--- config.mk ---
export PLATFORM = sky130hd
export DESIGN_NAME = rate_phase_tracking
export DESIGN_NICKNAME = d
export VERILOG_FILES = /design/src/rtl/clks_alot_p.sv /design/src/rtl/phase_error_calc.sv /design/src/rtl/rate_phase_tracking.sv
export SDC_FILE = /design/constraint.sdc
export NUM_CORES = 1
export LEC_CHECK = 0
export BUFFER_PORTS_ARGS = -buffer_cell sky130_fd_sc_hd__buf_2
export CAP_MARGIN = 30
export CORE_ASPECT_RATIO = 0.6
export CORE_MARGIN = 3
export CORE_UTILIZATION = 23
export CTS_CLUSTER_DIAMETER = 200
export CTS_CLUSTER_SIZE = 25
export DETAILED_ROUTE_END_ITERATION = 8
export GPL_ROUTABILITY_DRIVEN = 0
export SETUP_SLACK_MARGIN = 0.05
export SYNTH_ARGS = -nofsm -noshare
export SYNTH_HDL_FRONTEND = slang
export SYNTH_SLANG_ARGS = --single-unit
--- constraint.sdc ---
create_clock -name clk -period 15.55 [get_ports clk]
set_input_delay 0.7775 -clock clk [delete_from_list [all_inputs] [get_ports clk]]
set_output_delay 0.7775 -clock clk [all_outputs]
set_load 0.01 [all_outputs]
--- src/rtl/clks_alot_p.sv ---
// rtl/clks_alot_p.sv - shared types for the clock-generation rate/phase tracker
package clks_alot_p;

    localparam int DEFAULT_CNT_W = 16;

    typedef enum logic [1:0] {
        IDLE   = 2'd0,
        RUN    = 2'd1,
        TRACK  = 2'd2,
        LOCKED = 2'd3
    } rate_track_state_e;

    typedef logic signed [DEFAULT_CNT_W-1:0] phase_err_t;

endpackage

--- src/rtl/phase_error_calc.sv ---
// rtl/phase_error_calc.sv - recovered-edge stamp capture, phase error and clamped trim
module phase_error_calc #(
    parameter int CNT_W          = 16,
    parameter int MAX_CORRECTION = 4
) (
    input  logic                    clk,
    input  logic                    rst_n,
    input  logic                    clk_en,
    input  logic                    clear,
    input  logic                    rec_rise,
    input  logic                    consume,
    input  logic [CNT_W-1:0]        counter,
    output logic signed [CNT_W-1:0] e,
    output logic signed [CNT_W-1:0] trim,
    output logic                    meas_valid
);
    localparam logic signed [CNT_W-1:0] MAX_POS = CNT_W'(MAX_CORRECTION);
    localparam logic signed [CNT_W-1:0] MAX_NEG = -MAX_POS;

    logic [CNT_W-1:0] stamp;
    logic             stamp_valid;

    // A recovered edge coinciding with the generated edge is treated as perfect alignment.
    always_comb begin
        meas_valid = rec_rise | stamp_valid;
        e          = rec_rise ? '0 : $signed(counter - stamp);
        if (e > MAX_POS)
            trim = MAX_POS;
        else if (e < MAX_NEG)
            trim = MAX_NEG;
        else
            trim = e;
    end

    always_ff @(posedge clk or negedge rst_n) begin
        if (!rst_n) begin
            stamp       <= '0;
            stamp_valid <= 1'b0;
        end else if (clk_en) begin
            if (clear) begin
                stamp       <= '0;
                stamp_valid <= 1'b0;
            end else begin
                if (rec_rise)
                    stamp <= counter;
                if (consume)
                    stamp_valid <= 1'b0;
                else if (rec_rise)
                    stamp_valid <= 1'b1;
            end
        end
    end

endmodule

--- src/rtl/rate_phase_tracking.sv ---
// rtl/rate_phase_tracking.sv - half-period target generator with phase resync to recovered edges
module rate_phase_tracking
    import clks_alot_p::*;
#(
    parameter int CNT_W          = 16,
    parameter int MAX_CORRECTION = 4,
    parameter int PHASE_WINDOW   = 8,
    parameter int LOCK_EDGES     = 4
) (
    input  logic             clk,
    input  logic             async_rst_n,
    input  logic             clk_en_i,
    input  logic             generation_en_i,
    input  logic             clear_state_i,
    input  logic             resync_en_i,
    input  logic             deltas_locked_i,
    input  logic             rec_rise_i,
    input  logic             gen_edge_i,
    input  logic             clk_state_i,
    input  logic [CNT_W-1:0] high_rate_i,
    input  logic [CNT_W-1:0] low_rate_i,
    input  logic [CNT_W-1:0] counter_current_i,
    output logic [CNT_W-1:0] target_o,
    output logic [CNT_W-1:0] active_half_rate_o,
    output logic [CNT_W-1:0] inactive_half_rate_o,
    output logic [CNT_W-1:0] phase_error_o,
    output logic             phase_locked_o,
    output logic [1:0]       state_o
);
    localparam int                LOCK_W    = $clog2(LOCK_EDGES + 1);
    localparam logic [LOCK_W-1:0] LOCK_FULL = LOCK_W'(LOCK_EDGES);

    rate_track_state_e       state, state_next;
    logic [CNT_W-1:0]        high_shadow, low_shadow;
    logic [LOCK_W-1:0]       lock_cnt, lock_next;
    logic signed [CNT_W-1:0] err, trim, trim_eff;
    logic                    meas_valid;
    logic                    rise, fall, running, tracking, consume, resync_ok, in_window;
    logic [CNT_W:0]          err_abs;
    logic signed [CNT_W+1:0] active_wide;
    logic [CNT_W-1:0]        rise_active;

    assign rise      = gen_edge_i & ~clk_state_i;
    assign fall      = gen_edge_i & clk_state_i;
    assign running   = (state != IDLE);
    assign tracking  = (state == TRACK) || (state == LOCKED);
    assign consume   = running & rise;
    assign resync_ok = deltas_locked_i & resync_en_i;

    phase_error_calc #(
        .CNT_W          (CNT_W),
        .MAX_CORRECTION (MAX_CORRECTION)
    ) u_err (
        .clk        (clk),
        .rst_n      (async_rst_n),
        .clk_en     (clk_en_i),
        .clear      (clear_state_i),
        .rec_rise   (rec_rise_i),
        .consume    (consume),
        .counter    (counter_current_i),
        .e          (err),
        .trim       (trim),
        .meas_valid (meas_valid)
    );

    // Magnitude is one bit wider so the most negative error does not alias to itself.
    assign err_abs   = err[CNT_W-1] ? -{err[CNT_W-1], err} : {err[CNT_W-1], err};
    assign in_window = (err_abs <= (CNT_W+1)'(PHASE_WINDOW));

    // The rising edge uses the freshly sampled high rate, so a rate pair takes effect as a whole period.
    assign trim_eff    = (tracking && meas_valid) ? trim : '0;
    assign active_wide = $signed({2'b00, high_rate_i}) - $signed({{2{trim_eff[CNT_W-1]}}, trim_eff});
    assign rise_active = (active_wide <= 0) ? CNT_W'(1) : active_wide[CNT_W-1:0];

    always_comb begin
        lock_next = lock_cnt;
        if (consume && tracking && meas_valid) begin
            if (!in_window)
                lock_next = '0;
            else if (lock_cnt != LOCK_FULL)
                lock_next = lock_cnt + LOCK_W'(1);
        end
    end

    always_comb begin
        state_next = state;
        if (!generation_en_i) begin
            state_next = IDLE;
        end else begin
            case (state)
                IDLE:   state_next = RUN;
                RUN:    if (resync_ok) state_next = TRACK;
                TRACK: begin
                    if (!resync_ok)
                        state_next = RUN;
                    else if (lock_next == LOCK_FULL)
                        state_next = LOCKED;
                end
                LOCKED: begin
                    if (!resync_ok)
                        state_next = RUN;
                    else if (consume && meas_valid && !in_window)
                        state_next = TRACK;
                end
                default: state_next = IDLE;
            endcase
        end
    end

    always_ff @(posedge clk or negedge async_rst_n) begin
        if (!async_rst_n) begin
            state                <= IDLE;
            phase_locked_o       <= 1'b0;
            lock_cnt             <= '0;
            high_shadow          <= '0;
            low_shadow           <= '0;
            target_o             <= '0;
            active_half_rate_o   <= '0;
            inactive_half_rate_o <= '0;
            phase_error_o        <= '0;
        end else if (clk_en_i) begin
            if (clear_state_i) begin
                state                <= IDLE;
                phase_locked_o       <= 1'b0;
                lock_cnt             <= '0;
                high_shadow          <= '0;
                low_shadow           <= '0;
                target_o             <= '0;
                active_half_rate_o   <= '0;
                inactive_half_rate_o <= '0;
                phase_error_o        <= '0;
            end else begin
                state          <= state_next;
                phase_locked_o <= (state_next == LOCKED);
                // Leaving the tracking states forfeits any partial lock progress.
                lock_cnt       <= ((state_next == TRACK) || (state_next == LOCKED)) ? lock_next : '0;

                if ((state == IDLE) || rise) begin
                    high_shadow <= high_rate_i;
                    low_shadow  <= low_rate_i;
                end

                if (consume) begin
                    target_o             <= counter_current_i + rise_active;
                    active_half_rate_o   <= rise_active;
                    inactive_half_rate_o <= low_rate_i;
                    if (meas_valid)
                        phase_error_o <= err;
                end else if (running && fall) begin
                    target_o             <= counter_current_i + low_shadow;
                    active_half_rate_o   <= low_shadow;
                    inactive_half_rate_o <= high_shadow;
                end
            end
        end
    end

    assign state_o = state;

endmodule

==> run metrics <==
Antenna Cells 0; clock root buffer clkbuf_16; Clock power frac 0.382; core box area between 0.03 and 0.04 mm2; Multi-input gate area ~0.0048 mm2; clk_skew 7.19 ps; status complete, no violations; Reg2Reg Depth 38; Flop pwr share 0.350; number of synthesized flops with an enable pin 0; final hold violations 0; GRT Overall Usage 0.157; Resized cells post-CTS 0; setup TNS 0 ps; Starting Density 0.236; largest net degree at the start of global routing 48; drt pass-1 iters 5; Post-CTS Setup Bufs 0; first-pass GRT wire length 43800 um; per-cell routed wire length about 20 um; Final Setup Violations 0; Core Rows 52; WS Path Type input port to flop; CTS buffer count 17; Slew @ Worst Pin 930 ps; CP max-delay cell a2111oi_0; Worst Hold Class input port to async pin; ANT nets after route 0; final instance area 0.00977 mm2; CTS Buffer Depth 2; RSZ-0062 raised after global routing no; Leak roughly 0.0046 uW; main flop type after synthesis dfrtp_1; Cell Int Power about 650 uW; Psw approximately 340 uW; sequential area share after synthesis 0.369; Clock Sink Count around 120; Worst Setup Start Kind input port; Final nets ~1100; GRT overflow 0; arrival time worst endpoint around 11000 ps; P&R area growth vs syn 21.0%; fmax a little under 100 MHz; Max Cap Violations 0; die area between 0.03 and 0.04 mm2; Max H-tree Level 4; vias in the first global route 6863; fraction of registers with async set/reset 1.00; FF+latch area between 0.002 and 0.003 mm2; PwrDens ~100 mW/mm2; Comb pwr share 0.268; die height approximately 150 um; CTS clk-pin slew, worst paths ~60 ps; Via Count 7451; Post-DP Area ~0.0092 mm2; share of cells above drive strength 1 0.186; Period minus WS final 10330 ps; Slew Limit Fails 0; CTS tree done; initial antenna violation count 1; WL final between 20000 and 30000 um; fill count 3622; Critical Path Sink Type flop; #FFs+latches synth between 100 and 150; Tcrit/Tclk final 0.664; synthesized net count 995; drt via density slightly above 5; CP peak stage delay 630 ps; clk_lat worst skew 440 ps; Die Span X approximately 250 um; drt first-iter violations slightly below 900; # port buffers around 120; Critical Path RT between 15000 and 20000 ps; worst r2r dst target_o[15]; CTS hold repair buffers 0; I/O Pins approximately 130; slew margin rel. 0.378; yosys warns 0; Post-Syn Instances a little under 900; R2R Path Start u_err.stamp[4]; average size of a mapped cell 9.19 um2; Switching Share 0.340; crit-path max FO 14; DR DRC count 0; Worst VDD drop 0.0000687 V; number of distinct library cells after synthesis 76; DPL Wire Length 22800 um; cell area after synthesis roughly 0.0081 mm2; R2R Setup Slk 5300 ps; crit-path most repeated cell a21oi_1
## cell usage after synthesis, drive strengths merged (6+ instances only)
| cell | n | area (um2) |
|---|---|---|
| mux2i | 20 | 200 |
| nand2 | 78 | 293 |
| buf | 10 | 45.0 |
| xnor2 | 23 | 201 |
| a31oi | 6 | 37.5 |
| nand3 | 24 | 120 |
| a22oi | 18 | 135 |
| a21o | 18 | 135 |
| and3 | 8 | 50.1 |
| or2 | 9 | 56.3 |
| o21a | 10 | 76.3 |
| and2 | 6 | 37.5 |
| a211oi | 8 | 77.6 |
| o211ai | 10 | 75.1 |
| o21ai | 77 | 385 |
| inv | 43 | 161 |
| dfrtp | 119 | 2980 |
| o22ai | 10 | 62.6 |
| a21oi | 36 | 180 |
| nor2 | 40 | 150 |
| nor2b | 11 | 68.8 |
| xor2 | 13 | 114 |
| nor3 | 20 | 105 |
| nor4 | 7 | 43.8 |
| a22o | 71 | 622 |
| nand2b | 6 | 37.5 |
| clkbuf | 36 | 135 |
| ha | 56 | 701 |
## kinds of logic after synthesis
family | count (synthesis) | share of synthesized area
flip-flops | 119 | 0.369
AND/OR/NAND/NOR | 238 | 0.149
adder cells (fa/ha/maj) | 59 | 0.0942
multiplexers | 24 | 0.0308
XOR/XNOR | 37 | 0.0418
buffers and inverters | 90 | 0.0428
AO/OA/AOI/OAI | 311 | 0.273
## flip-flops by register name, indices dropped and copies added, names as in the netlist
| signal | cells |
|---|---|
| inactive_half_rate_o | 16 |
| phase_error_o | 16 |
| u_err.stamp_valid | 1 |
| lock_cnt | 3 |
| u_err.stamp | 16 |
| target_o | 16 |
| low_shadow | 16 |
| phase_locked_o | 1 |
| state_o | 2 |
| high_shadow | 16 |
| active_half_rate_o | 16 |
## routing by layer
layer	vias up	GRT usage	share of wire
met3	26	0.0439	0.094
met4	2	0.0399	0.016
met2	355	0.218	0.40
li1	3488	-	-
met5	-	0	0.00044
met1	3580	0.237	0.49
## area by class of cell
cell class / count / share of cell area
Clock buffer: 21 / 0.0461
Clock inverter: 11 / 0.0102
Inverter: 44 / 0.0169
Multi-Input combinational cell: 669 / 0.489
Sequential cell: 119 / 0.305
Tap cell: 459 / 0.0588
Timing Repair Buffer: 135 / 0.0743
## placed cells by master (no fill, tap or decap), drive strengths merged, types with 5 or more instances in the layout
cell,count
a21oi,36
xor2,13
and2,6
a21o,18
dfrtp,119
nor2b,11
ha,56
a211o,5
nand3,24
buf,135
clkbuf,21
o22ai,10
a22oi,18
o21a,10
inv,44
o21bai,5
a31oi,6
o31ai,5
a211oi,8
nand2,78
nor3,20
nand2b,6
clkinv,8
o211ai,10
xnor2,23
nor4,7
and3,8
and4,5
or2,9
o21ai,77
mux2i,20
nor2,40
a22o,71
o211a,5
## through the flow
stage | setup WS [ps] | cells | util | total power (uW) | hold WS [ps]
4_1_cts | 5500 | 1456 | 0.285 | 996 | 368
2_1_floorplan | 6490 | 878 | - | 520 | 465
3_5_place_dp | 5100 | 1424 | 0.269 | 612 | 465
5_1_grt | 4640 | 1458 | 0.286 | 1040 | 387
3_3_place_gp | 5140 | 1422 | 0.268 | 608 | 458
6_report | 5220 | 1458 | 0.286 | 991 | 355
## how the worst max path moves through the flow
stage,startpoint,endpoint,slack (ps)
final,counter_current_i[4],target_o[15],5220
after global routing,counter_current_i[4],target_o[15],4640
after CTS,counter_current_i[4],target_o[15],5500
after detailed placement,counter_current_i[4],target_o[15],5100
after global placement,counter_current_i[4],target_o[15],5140
after floorplan,counter_current_i[0],target_o[15],6490
## worst max-delay path: cells and delay by family
family,cells,cell delay (ps)
compound gates,23,6120
xor+xnor,2,400
fa+ha+maj,4,1200
buf+inv,2,180
mux,1,470
simple gates,6,1510
## power groups by stage
stage / Sequential (uW) / Combinational (uW) / Clock (uW)
after floorplan: 350 / 170 / 0
after detailed placement: 352 / 260 / 0
final: 346 / 266 / 379
after CTS: 346 / 262 / 388
after global routing: 349 / 291 / 403
after global placement: 351 / 257 / 0
(Power assumes the default switching activity.)
